===== config.mk =====
export PLATFORM = sky130hd
export DESIGN_NAME = cr16_control_fsm
export DESIGN_NICKNAME = d
export VERILOG_FILES = /design/src/rtl/cr16_pkg.sv /design/src/rtl/cr16_instr_classifier.sv /design/src/rtl/cr16_control_fsm.sv
export SDC_FILE = /design/constraint.sdc
export NUM_CORES = 1
export LEC_CHECK = 0
export BUFFER_PORTS_ARGS = -buffer_cell sky130_fd_sc_hd__buf_2
export CELL_PAD_IN_SITES_DETAIL_PLACEMENT = 0
export CELL_PAD_IN_SITES_GLOBAL_PLACEMENT = 1
export CORE_ASPECT_RATIO = 0.75
export CORE_MARGIN = 1
export CORE_UTILIZATION = 24
export CTS_CLUSTER_DIAMETER = 60
export DETAILED_ROUTE_END_ITERATION = 8
export PLACE_DENSITY_LB_ADDON = 0.2
export SYNTH_ARGS = -nofsm -noshare
export SYNTH_HDL_FRONTEND = slang
export SYNTH_SLANG_ARGS = --single-unit

===== constraint.sdc =====
create_clock -name I_CLK -period 2.4 [get_ports I_CLK]
set_input_delay 0.72 -clock I_CLK [delete_from_list [all_inputs] [get_ports I_CLK]]
set_output_delay 0.72 -clock I_CLK [all_outputs]
set_load 0.02 [all_outputs]

===== src/rtl/cr16_pkg.sv =====
`default_nettype none
// ============================================================================
// Module      : cr16_pkg
// Description : Shared types and encodings for the CR16 control FSM:
//               controller states, instruction classes, regfile write
//               sources and the opcode/ext field values used by the decoder.
// Revision    : 1.0 - initial release
// ============================================================================
package cr16_pkg;

  typedef enum logic [2:0] {
    S_RESET     = 3'd0,
    S_FETCH     = 3'd1,
    S_DECODE    = 3'd2,
    S_EXECUTE   = 3'd3,
    S_MEM       = 3'd4,
    S_PC_UPDATE = 3'd5,
    S_HALTED    = 3'd6
  } state_e;

  typedef enum logic [2:0] {
    CLS_ALU   = 3'd0,
    CLS_LOAD  = 3'd1,
    CLS_STOR  = 3'd2,
    CLS_JAL   = 3'd3,
    CLS_JCOND = 3'd4,
    CLS_BCOND = 3'd5
  } iclass_e;

  typedef enum logic [1:0] {
    WSRC_ALU  = 2'd0,
    WSRC_MEM  = 2'd1,
    WSRC_LINK = 2'd2,
    WSRC_RSVD = 2'd3
  } wsrc_e;

  localparam logic [3:0] OP_LOADSTOR = 4'b0100;
  localparam logic [3:0] OP_BCOND    = 4'b1100;
  localparam logic [3:0] OP_REGREG   = 4'b0000;
  localparam logic [3:0] OP_CMPI     = 4'b1011;

  localparam logic [3:0] EXT_LOAD    = 4'b0000;
  localparam logic [3:0] EXT_STOR    = 4'b0100;
  localparam logic [3:0] EXT_JAL     = 4'b1000;
  localparam logic [3:0] EXT_JCOND   = 4'b1100;
  localparam logic [3:0] EXT_CMP     = 4'b1011;

endpackage
`default_nettype wire


===== src/rtl/cr16_instr_classifier.sv =====
`default_nettype none
// ============================================================================
// Module      : cr16_instr_classifier
// Description : Combinational decode of the IR word into an instruction class
//               plus a flag marking ALU instructions that only set flags.
// Ports       : I_INSTRUCTION  - IR output word
//               O_CLASS        - instruction class
//               O_NO_WRITEBACK - CMP/CMPI: flags only, no Rdest write
// Revision    : 1.0 - initial release
// ============================================================================
module cr16_instr_classifier
  import cr16_pkg::*;
#(
  parameter int P_INSTRUCTION_WIDTH = 16
) (
  input  logic [P_INSTRUCTION_WIDTH-1:0] I_INSTRUCTION,
  output iclass_e                        O_CLASS,
  output logic                           O_NO_WRITEBACK
);

  logic [3:0] w_opcode;
  logic [3:0] w_ext;
  logic       w_unused_fields;

  assign w_opcode = I_INSTRUCTION[15:12];
  assign w_ext    = I_INSTRUCTION[7:4];
  // Register/cond fields play no part in classification.
  assign w_unused_fields = ^{I_INSTRUCTION[11:8], I_INSTRUCTION[3:0]};

  always_comb begin
    O_CLASS        = CLS_ALU;
    O_NO_WRITEBACK = 1'b0;
    if (w_opcode == OP_LOADSTOR) begin
      case (w_ext)
        EXT_LOAD:  O_CLASS = CLS_LOAD;
        EXT_STOR:  O_CLASS = CLS_STOR;
        EXT_JAL:   O_CLASS = CLS_JAL;
        EXT_JCOND: O_CLASS = CLS_JCOND;
        default:   O_CLASS = CLS_ALU;
      endcase
    end else if (w_opcode == OP_BCOND) begin
      O_CLASS = CLS_BCOND;
    end
    if ((w_opcode == OP_REGREG && w_ext == EXT_CMP) || w_opcode == OP_CMPI) begin
      O_NO_WRITEBACK = 1'b1;
    end
  end

endmodule
`default_nettype wire


===== src/rtl/cr16_control_fsm.sv =====
`default_nettype none
// ============================================================================
// Module      : cr16_control_fsm
// Description : Multi-cycle CR16 sequencer: fetch, decode, execute, memory
//               access and PC update. Sole driver of the pc block controls.
// Ports       : I_CLK, I_RESET (sync, active high); I_INSTRUCTION (IR out);
//               I_MEM_READY, I_COND_TRUE, I_HALT;
//               O_PC_* pc controls; O_MEM_* memory strobes/address mux;
//               O_IR_ENABLE; O_REGFILE_*; O_FLAGS_ENABLE; O_HALTED;
//               O_RETIRED_COUNT (only with CR16_CONTROL_FSM_RETIRE_COUNTER_EN).
// Option      : CR16_CONTROL_FSM_RETIRE_COUNTER_EN adds a 32-bit wrapping
//               count of PC-update cycles.
// Revision    : 1.0 - initial release
// ============================================================================
module cr16_control_fsm
  import cr16_pkg::*;
#(
  parameter int P_INSTRUCTION_WIDTH = 16
) (
  input  logic                           I_CLK,
  input  logic                           I_RESET,
  input  logic [P_INSTRUCTION_WIDTH-1:0] I_INSTRUCTION,
  input  logic                           I_MEM_READY,
  input  logic                           I_COND_TRUE,
  input  logic                           I_HALT,
  output logic                           O_PC_ENABLE,
  output logic                           O_PC_NRESET,
  output logic                           O_PC_ADDRESS_SELECT,
  output logic                           O_PC_ADDRESS_SELECT_INCREMENT,
  output logic                           O_PC_ADDRESS_SOURCE,
  output logic                           O_MEM_ADDRESS_SOURCE,
  output logic                           O_MEM_READ,
  output logic                           O_MEM_WRITE,
  output logic                           O_IR_ENABLE,
  output logic                           O_REGFILE_WRITE_ENABLE,
  output logic [1:0]                     O_REGFILE_WRITE_SOURCE,
  output logic                           O_FLAGS_ENABLE,
  output logic                           O_HALTED
`ifdef CR16_CONTROL_FSM_RETIRE_COUNTER_EN
  ,
  output logic [31:0]                    O_RETIRED_COUNT
`endif
);

  state_e  state_q, state_d;
  logic    taken_q, taken_d;
  iclass_e w_class;
  logic    w_no_wb;

  // The IR is only loaded in S_FETCH, so its class is stable for the rest
  // of the instruction and can be decoded combinationally every cycle.
  cr16_instr_classifier #(
    .P_INSTRUCTION_WIDTH(P_INSTRUCTION_WIDTH)
  ) u_classifier (
    .I_INSTRUCTION (I_INSTRUCTION),
    .O_CLASS       (w_class),
    .O_NO_WRITEBACK(w_no_wb)
  );

  always_ff @(posedge I_CLK) begin
    if (I_RESET) begin
      state_q <= S_RESET;
      taken_q <= 1'b0;
    end else begin
      state_q <= state_d;
      taken_q <= taken_d;
    end
  end

  always_comb begin
    state_d                       = state_q;
    taken_d                       = taken_q;
    O_PC_ENABLE                   = 1'b0;
    O_PC_NRESET                   = 1'b1;
    O_PC_ADDRESS_SELECT           = 1'b0;
    O_PC_ADDRESS_SELECT_INCREMENT = 1'b0;
    O_PC_ADDRESS_SOURCE           = 1'b0;
    O_MEM_ADDRESS_SOURCE          = 1'b0;
    O_MEM_READ                    = 1'b0;
    O_MEM_WRITE                   = 1'b0;
    O_IR_ENABLE                   = 1'b0;
    O_REGFILE_WRITE_ENABLE        = 1'b0;
    O_REGFILE_WRITE_SOURCE        = WSRC_ALU;
    O_FLAGS_ENABLE                = 1'b0;
    O_HALTED                      = 1'b0;

    case (state_q)
      S_RESET: begin
        // Enable held high with nreset low: the pc sees one rising enable.
        O_PC_ENABLE = 1'b1;
        O_PC_NRESET = 1'b0;
        state_d     = S_FETCH;
      end
      S_FETCH: begin
        O_MEM_READ  = 1'b1;
        O_IR_ENABLE = I_MEM_READY;
        if (I_MEM_READY) state_d = S_DECODE;
      end
      S_DECODE: begin
        state_d = S_EXECUTE;
      end
      S_EXECUTE: begin
        state_d = S_PC_UPDATE;
        case (w_class)
          CLS_LOAD, CLS_STOR: state_d = S_MEM;
          CLS_JAL: begin
            O_REGFILE_WRITE_ENABLE = 1'b1;
            O_REGFILE_WRITE_SOURCE = WSRC_LINK;
          end
          CLS_JCOND, CLS_BCOND: taken_d = I_COND_TRUE;
          default: begin
            O_FLAGS_ENABLE         = 1'b1;
            O_REGFILE_WRITE_ENABLE = !w_no_wb;
          end
        endcase
      end
      S_MEM: begin
        O_MEM_ADDRESS_SOURCE = 1'b1;
        if (w_class == CLS_LOAD) begin
          O_MEM_READ = 1'b1;
          if (I_MEM_READY) begin
            O_REGFILE_WRITE_ENABLE = 1'b1;
            O_REGFILE_WRITE_SOURCE = WSRC_MEM;
          end
        end else begin
          O_MEM_WRITE = 1'b1;
        end
        if (I_MEM_READY) state_d = S_PC_UPDATE;
      end
      S_PC_UPDATE: begin
        O_PC_ENABLE = 1'b1;
        case (w_class)
          CLS_JAL: O_PC_ADDRESS_SELECT = 1'b1;
          CLS_JCOND: O_PC_ADDRESS_SELECT = taken_q;
          CLS_BCOND: begin
            O_PC_ADDRESS_SELECT = taken_q;
            O_PC_ADDRESS_SOURCE = taken_q;
          end
          default: O_PC_ADDRESS_SELECT = 1'b0;
        endcase
        state_d = I_HALT ? S_HALTED : S_FETCH;
      end
      S_HALTED: begin
        O_HALTED = 1'b1;
        if (!I_HALT) state_d = S_FETCH;
      end
      default: state_d = S_RESET;
    endcase
  end

`ifdef CR16_CONTROL_FSM_RETIRE_COUNTER_EN
  logic [31:0] retired_q;

  always_ff @(posedge I_CLK) begin
    if (I_RESET) begin
      retired_q <= '0;
    end else if (state_q == S_PC_UPDATE) begin
      retired_q <= retired_q + 32'd1;
    end
  end

  assign O_RETIRED_COUNT = retired_q;
`endif

endmodule
`default_nettype wire


==> impl_metrics.py, run 1 <==
metrics = {
    "power": {
        "power.leakage_nw": 0.364,
        "combPwrFrac": 0.429,
        "power_density_nw_per_um2": 367,
        "p_int_mw": 0.187,
        "ir_drop_mv": 0.359,
        "netSwitchingPower_mw": 0.101,
        "clkPwrFrac": 0.278,
        "switching_share": 0.349,
        "p_seq_frac": 0.293,
        "total_power_mw": 0.288,
    },
    "finish": {
        "finalCoreUtilization": 0.446,
        "nets": 125,
        "final_cell_area_um2": 783,
        "multi_input_area_um2": 377,
        "fill_cells": 193,
        "instances_no_fill": 124,
        "seq_area_um2": 80.1,
        "antenna_cells": 0,
        "drive_gt1_frac": 0.471,
        "syn2layout_area_growth_pct": 71.5,
    },
    "outcome": {
        "run_status": "complete, but fails checks",
        "violations": "setup timing",
    },
    "critical_path": {
        "end_kind": "output port",
        "rr_worst_depth": 4,
        "critical_path_required_ns": 1.68,
        "reg2reg_slack_ns": 0.83,
        "worst-setup-path-type": "primary input to output port",
        "crit_arrival_ns": 1.76,
        "timing.rr.start": "state_q[0]",
        "cp-startpoint": "I_INSTRUCTION[13]",
        "crit_path_end": "O_REGFILE_WRITE_ENABLE",
        "cp_max_fo": 4,
        "cp-start-kind": "primary input",
        "timing.rr.end": "taken_q",
    },
    "yosys": {
        "syn_area_um2": 457,
        "ys_seq_elements": 4,
        "yosysUniqueCellTypes": 33,
        "ys_seq_area_frac": 0.175,
        "ys_warn_count": 0,
        "syn_avg_cell_area_um2": 6.92,
        "syn_nets": 87,
        "syn_inst": 66,
    },
    "sta": {
        "setup_slack_ns": -0.0822,
        "tns_ns": -0.276,
        "fmax_mhz": 403,
        "finalHoldViolCount": 0,
        "hold_ws_ns": 0.487,
        "final_max_slew_viol_count": 0,
        "setup_viol": 4,
        "finalCritPeriodShare": 1.03,
        "period_minus_slack_ns": 2.48,
        "clock-skew-final_ns": 0.00210,
        "grt_setup_unrepaired": "true",
    },
    "min_path": {
        "hp-class": "flop to flop",
    },
    "floorplanning": {
        "ioPinCount": 35,
        "placementRows": 13,
        "dieArea_um2": 2080,
        "start_util": 0.260,
        "die_width_um": 52.4,
        "core_um2": 1760,
        "die_y_um": 39.8,
    },
    "cts": {
        "clk_transition_reported_paths_ns": 0.04,
        "numCtsBuffers": 3,
        "clock_latency_ns": 0.23,
        "cts_buffer_depth": 2,
        "cts_tree": "yes",
        "cts_max_level": 1,
        "root_buffer": "clkbuf_4",
        "cts-hold-fix-buffers": 0,
        "cts.sinks": 4,
        "cts_setup_buffers": 0,
    },
    "grt": {
        "antenna_found_initial": 0,
        "overflow": 0,
        "grt_pass1_vias": 497,
        "gr-usage-all-layers": 0.144,
        "grt_max_degree": 13,
        "grt_pass1_wl_um": 2200,
    },
    "place": {
        "post_dp_cell_area_um2": 688,
        "gp_congestion": 0.707,
        "pre_cts_slack_ns": -0.125,
        "place_hpwl_um": 1130,
        "dp.cells": 121,
        "port_buffers": 25,
    },
    "routing": {
        "first_iter_violations": 17,
        "routed_wl_um": 1370,
        "ant_nets": 0,
        "vias": 604,
        "dr.pass1.iters": 4,
        "drt-vias-per-instance": 4.87,
        "drc": 0,
        "wl_per_cell_um": 11.0,
    },
    "flow_run": {
        "drv_cap": 0,
    },
}
[per-layer routing]
metal | track usage | routed length, um | up-vias
met1 | 0.222 | 718 | 268
met3 | 0.0233 | 74 | 0
met5 | 0 | 0 | -
met2 | 0.196 | 574 | 19
met4 | 0.0395 | 0 | 0
li1 | - | - | 317
[sequential cells by signal, summed over array words and instances, names as in the netlist]
signal,flops
taken_q,1
state_q,3
[layout by cell type (no fill, tap or decap), types with 2 or more instances in the layout]
cell type,count
nand2_1,2
and2_1,2
clkbuf_4,3
a31oi_1,2
dfxtp_1,4
a21oi_1,5
buf_2,14
buf_6,6
nand2b_1,2
and4b_1,2
nor2_1,10
o21ai_0,4
nor2b_1,3
o21a_1,2
buf_4,16
[kinds of logic after synthesis]
group / Yosys count / synth area share
AOI/OAI and AO/OA: 20 / 0.268
buffers and inverters: 5 / 0.0548
DFF: 4 / 0.175
muxes: 1 / 0.0247
other: 1 / 0.00821
and+or+nand+nor: 35 / 0.469
[repair_timing]
action,4_1_cts,5_1_grt
resized for setup,17,6
endpoints found under the setup margin,6,8
pin swaps,5,3
[power groups by stage]
stage | Clock, mW | Sequential, mW | Combinational (mW)
4_1_cts | 0.0852 | 0.0839 | 0.122
5_1_grt | 0.0881 | 0.0858 | 0.135
2_1_floorplan | 0 | 0.0766 | 0.0721
3_3_place_gp | 0 | 0.0843 | 0.113
3_5_place_dp | 0 | 0.0850 | 0.114
6_report | 0.0801 | 0.0842 | 0.123
[how the worst min path moves through the flow]
stage | start | endpoint | depth (start not counted)
global placement | taken_q | taken_q | 2
CTS | taken_q | taken_q | 2
global route | taken_q | taken_q | 2
detailed placement | taken_q | taken_q | 2
floorplan | taken_q | taken_q | 2
finish | taken_q | taken_q | 2
[synth_stat cells]
| master | number | area [um^2] |
|---|---|---|
| or3b_1 | 1 | 8.76 |
| o21bai_1 | 1 | 7.51 |
| nor2b_1 | 3 | 18.8 |
| nand3_1 | 1 | 5.00 |
| conb_1 | 1 | 3.75 |
| o31ai_1 | 1 | 7.51 |
| a211oi_1 | 1 | 7.51 |
| a2111oi_0 | 1 | 8.76 |
| inv_1 | 1 | 3.75 |
| o21ai_0 | 5 | 25.0 |
| nor4b_1 | 1 | 8.76 |
| a31oi_1 | 2 | 12.5 |
| nor2_1 | 10 | 37.5 |
| o21a_1 | 2 | 15.0 |
| clkbuf_1 | 1 | 3.75 |
| or3_1 | 1 | 6.26 |
| nor3b_1 | 1 | 7.51 |
| buf_2 | 2 | 10.0 |
| and3_1 | 2 | 12.5 |
| nand3b_1 | 1 | 7.51 |
| and2_1 | 2 | 12.5 |
| dfxtp_1 | 4 | 80.1 |
| a31o_1 | 1 | 8.76 |
| nor3_1 | 2 | 10.0 |
| buf_4 | 1 | 7.51 |
| nand4_1 | 1 | 6.26 |
| mux2_2 | 1 | 11.3 |
| nor3b_4 | 1 | 18.8 |
| nand3_2 | 1 | 10.0 |
| nand2b_1 | 2 | 12.5 |
| and4b_1 | 2 | 20.0 |
| nand2_1 | 3 | 11.3 |
| a21oi_1 | 6 | 30.0 |
[worst max-delay path, cell delays in order]
cell and delay, ns:
buf_8 0.10, nor3b_4 0.25, and4b_1 0.28, and3_4 0.21, a31o_4 0.09, buf_6 0.10
[final cells by class]
class / count / share of cell area
multi-input combinational: 57 / 0.481
timing repair buffer: 37 / 0.348
sequential: 4 / 0.102
tap: 22 / 0.0351
clock buffer: 3 / 0.0288
inverter: 1 / 0.00479
(Power assumes the default switching activity.)
==> inputs of run 2 (changes only) <==
--- a/config.mk
+++ b/config.mk
@@ -5,7 +5,8 @@
 export SDC_FILE = /design/constraint.sdc
 export NUM_CORES = 1
 export LEC_CHECK = 0
-export BUFFER_PORTS_ARGS = -buffer_cell sky130_fd_sc_hd__buf_2
+export BUFFER_PORTS_ARGS = -buffer_cell sky130_fd_sc_hd__buf_4
+export CAP_MARGIN = 20
 export CELL_PAD_IN_SITES_DETAIL_PLACEMENT = 0
 export CELL_PAD_IN_SITES_GLOBAL_PLACEMENT = 1
 export CORE_ASPECT_RATIO = 0.75
==> run 2 against run 1 <==
  * Combinational power grew 9%
  * Global-route usage shrank 1.1 points
  * The flow still finishes with violations (setup timing)
  * Sequential share of layout area shrank 0.38 points
  * Largest power group unchanged
  * Worst hold slack gained 0.019 ns
==> impl_metrics.py, run 2 (synthesis results as in run 1) <==
metrics = {
    "cts": {
        "cts_max_level": 1,
        "numCtsBuffers": 3,
        "clock_latency_ns": 0.23,
        "cts_buffer_depth": 2,
        "cts_tree": "yes",
        "clk_transition_reported_paths_ns": 0.03,
        "cts.sinks": 4,
        "root_buffer": "clkbuf_4",
    },
    "finish": {
        "nets": 123,
        "final_cell_area_um2": 813,
        "biggestRegsByFlops": "state_q: 3 flops, taken_q: 1 flops",
        "drive_gt1_frac": 0.460,
        "fill_cells": 190,
        "final_common_cell": "buf_4",
        "syn2layout_area_growth_pct": 78.1,
        "layout_common_cells": "buf_4 (27), nor2_1 (10), a21oi_1 (6), buf_6 (6)",
        "regMostFlops": "state_q",
        "largest_reg_flops": 3,
        "antenna_cells": 0,
    },
    "critical_path": {
        "critPathTopFamily": "simple AND/OR/NAND/NOR gates",
        "crit_path_end": "O_REGFILE_WRITE_ENABLE",
        "reg2reg_slack_ns": 1.03,
        "cp_num_buf_inv": 2,
        "cp-startpoint": "I_INSTRUCTION[12]",
        "cp_max_fo": 3,
        "path_cells": "buf_8 > nor3b_4 > and4b_2 > and3_4 > a31o_4 > buf_6",
        "max_stage_delay_ns": 0.28,
        "timing.rr.start": "state_q[2]",
        "timing.rr.end": "state_q[0]",
        "cp-start-kind": "primary input",
        "slowest_stage": "and4b_2",
        "worst-setup-path-type": "primary input to output port",
        "end_kind": "output port",
        "critical_path_required_ns": 1.68,
        "crit_arrival_ns": 1.73,
        "path_depth": 6,
        "rr_worst_depth": 4,
    },
    "power": {
        "power_density_nw_per_um2": 362,
        "power.leakage_nw": 0.366,
        "total_power_mw": 0.294,
        "ir_drop_mv": 0.331,
    },
    "sta": {
        "hold_ws_ns": 0.506,
        "final_max_slew_viol_count": 0,
        "setup_viol": 4,
        "tns_ns": -0.116,
        "period_minus_slack_ns": 2.45,
        "fmax_mhz": 408,
        "finalCritPeriodShare": 1.02,
        "finalHoldViolCount": 0,
        "clock-skew-final_ns": 0.000986,
        "setup_slack_ns": -0.0517,
        "grt_setup_unrepaired": "true",
    },
    "place": {
        "port_buffers": 25,
        "place_hpwl_um": 1010,
        "post_dp_cell_area_um2": 721,
        "gp_congestion": 0.729,
    },
    "floorplanning": {
        "start_util": 0.260,
        "die_width_um": 52.4,
        "core_um2": 1760,
        "dieArea_um2": 2080,
        "ioPinCount": 35,
        "die_y_um": 39.8,
        "placementRows": 13,
    },
    "routing": {
        "wl_per_cell_um": 10.7,
        "drt-vias-per-instance": 4.69,
        "first_iter_violations": 9,
        "vias": 572,
        "routed_wl_um": 1300,
        "drc": 0,
        "dr.pass1.iters": 4,
        "ant_nets": 0,
    },
    "grt": {
        "grt_max_degree": 13,
        "overflow": 0,
        "gr-usage-all-layers": 0.133,
        "grt_pass1_vias": 416,
        "grt_pass1_wl_um": 1960,
        "antenna_found_initial": 0,
    },
    "flow_run": {
        "drv_cap": 0,
    },
    "outcome": {
        "violations": "setup timing",
        "run_status": "complete, but fails checks",
    },
    "min_path": {
        "hp-class": "flop to flop",
    },
}
run 2: cell types whose count changed in the layout (fill, tap and decap cells not counted), sizes merged:
cell / before / now
buf: 37 / 35
run 2: how the worst min path moves through the flow:
stage | startpoint | endpoint | slack, ns | cells after the start
floorplan | taken_q | taken_q | 0.45 | 2
global placement | taken_q | taken_q | 0.47 | 2
detailed placement | taken_q | taken_q | 0.49 | 2
CTS | taken_q | taken_q | 0.51 | 2
global route | taken_q | taken_q | 0.56 | 2
finish | taken_q | taken_q | 0.51 | 2
run 2: layout make-up:
| class | count | area, um^2 | share of cell area |
|---|---|---|---|
| sequential | 4 | 80.1 | 0.0985 |
| tap | 22 | 27.5 | 0.0338 |
| timing repair buffer | 35 | 300 | 0.369 |
| inverter | 1 | 3.75 | 0.00462 |
| clock buffer | 3 | 22.5 | 0.0277 |
| multi-input combinational | 57 | 379 | 0.466 |
run 2: stage by stage:
stage	util	instances	worst slack [ns]
final	0.463	122	-0.0517
after global routing	0.463	122	-0.139
after CTS	0.449	122	-0.0390
after detailed placement	0.410	117	-0.0946
after global placement	0.410	117	-0.101
after floorplan	-	66	0.00634
run 2: power by group:
group | internal [mW] | leakage [nW] | switching (mW)
combinational | 0.0676 | 0.319 | 0.0669
sequential | 0.0719 | 0.0329 | 0.00726
clock | 0.0558 | 0.0138 | 0.0251
total | 0.195 | 0.366 | 0.0992
run 2: worst register-to-register path, delay by kind of cell, from the launching register on:
kind	cells	cell delay (ns)
muxes	1	0.37
DFF	1	0.50
AOI/OAI and AO/OA	2	0.34
and+or+nand+nor	1	0.07
run 2: repair_timing:
action,CTS,global route
setup buffers,2,1
pin swaps,5,2
hold buffers,0,0
resized for setup,9,8
endpoints found under the setup margin,4,7
run 2: metal layers:
layer,global-route usage,up-vias,share of wire
met4,0,0,0
li1,-,311,-
met1,0.211,246,0.55
met5,0,-,0
met3,0.0581,0,0.046
met2,0.161,15,0.40
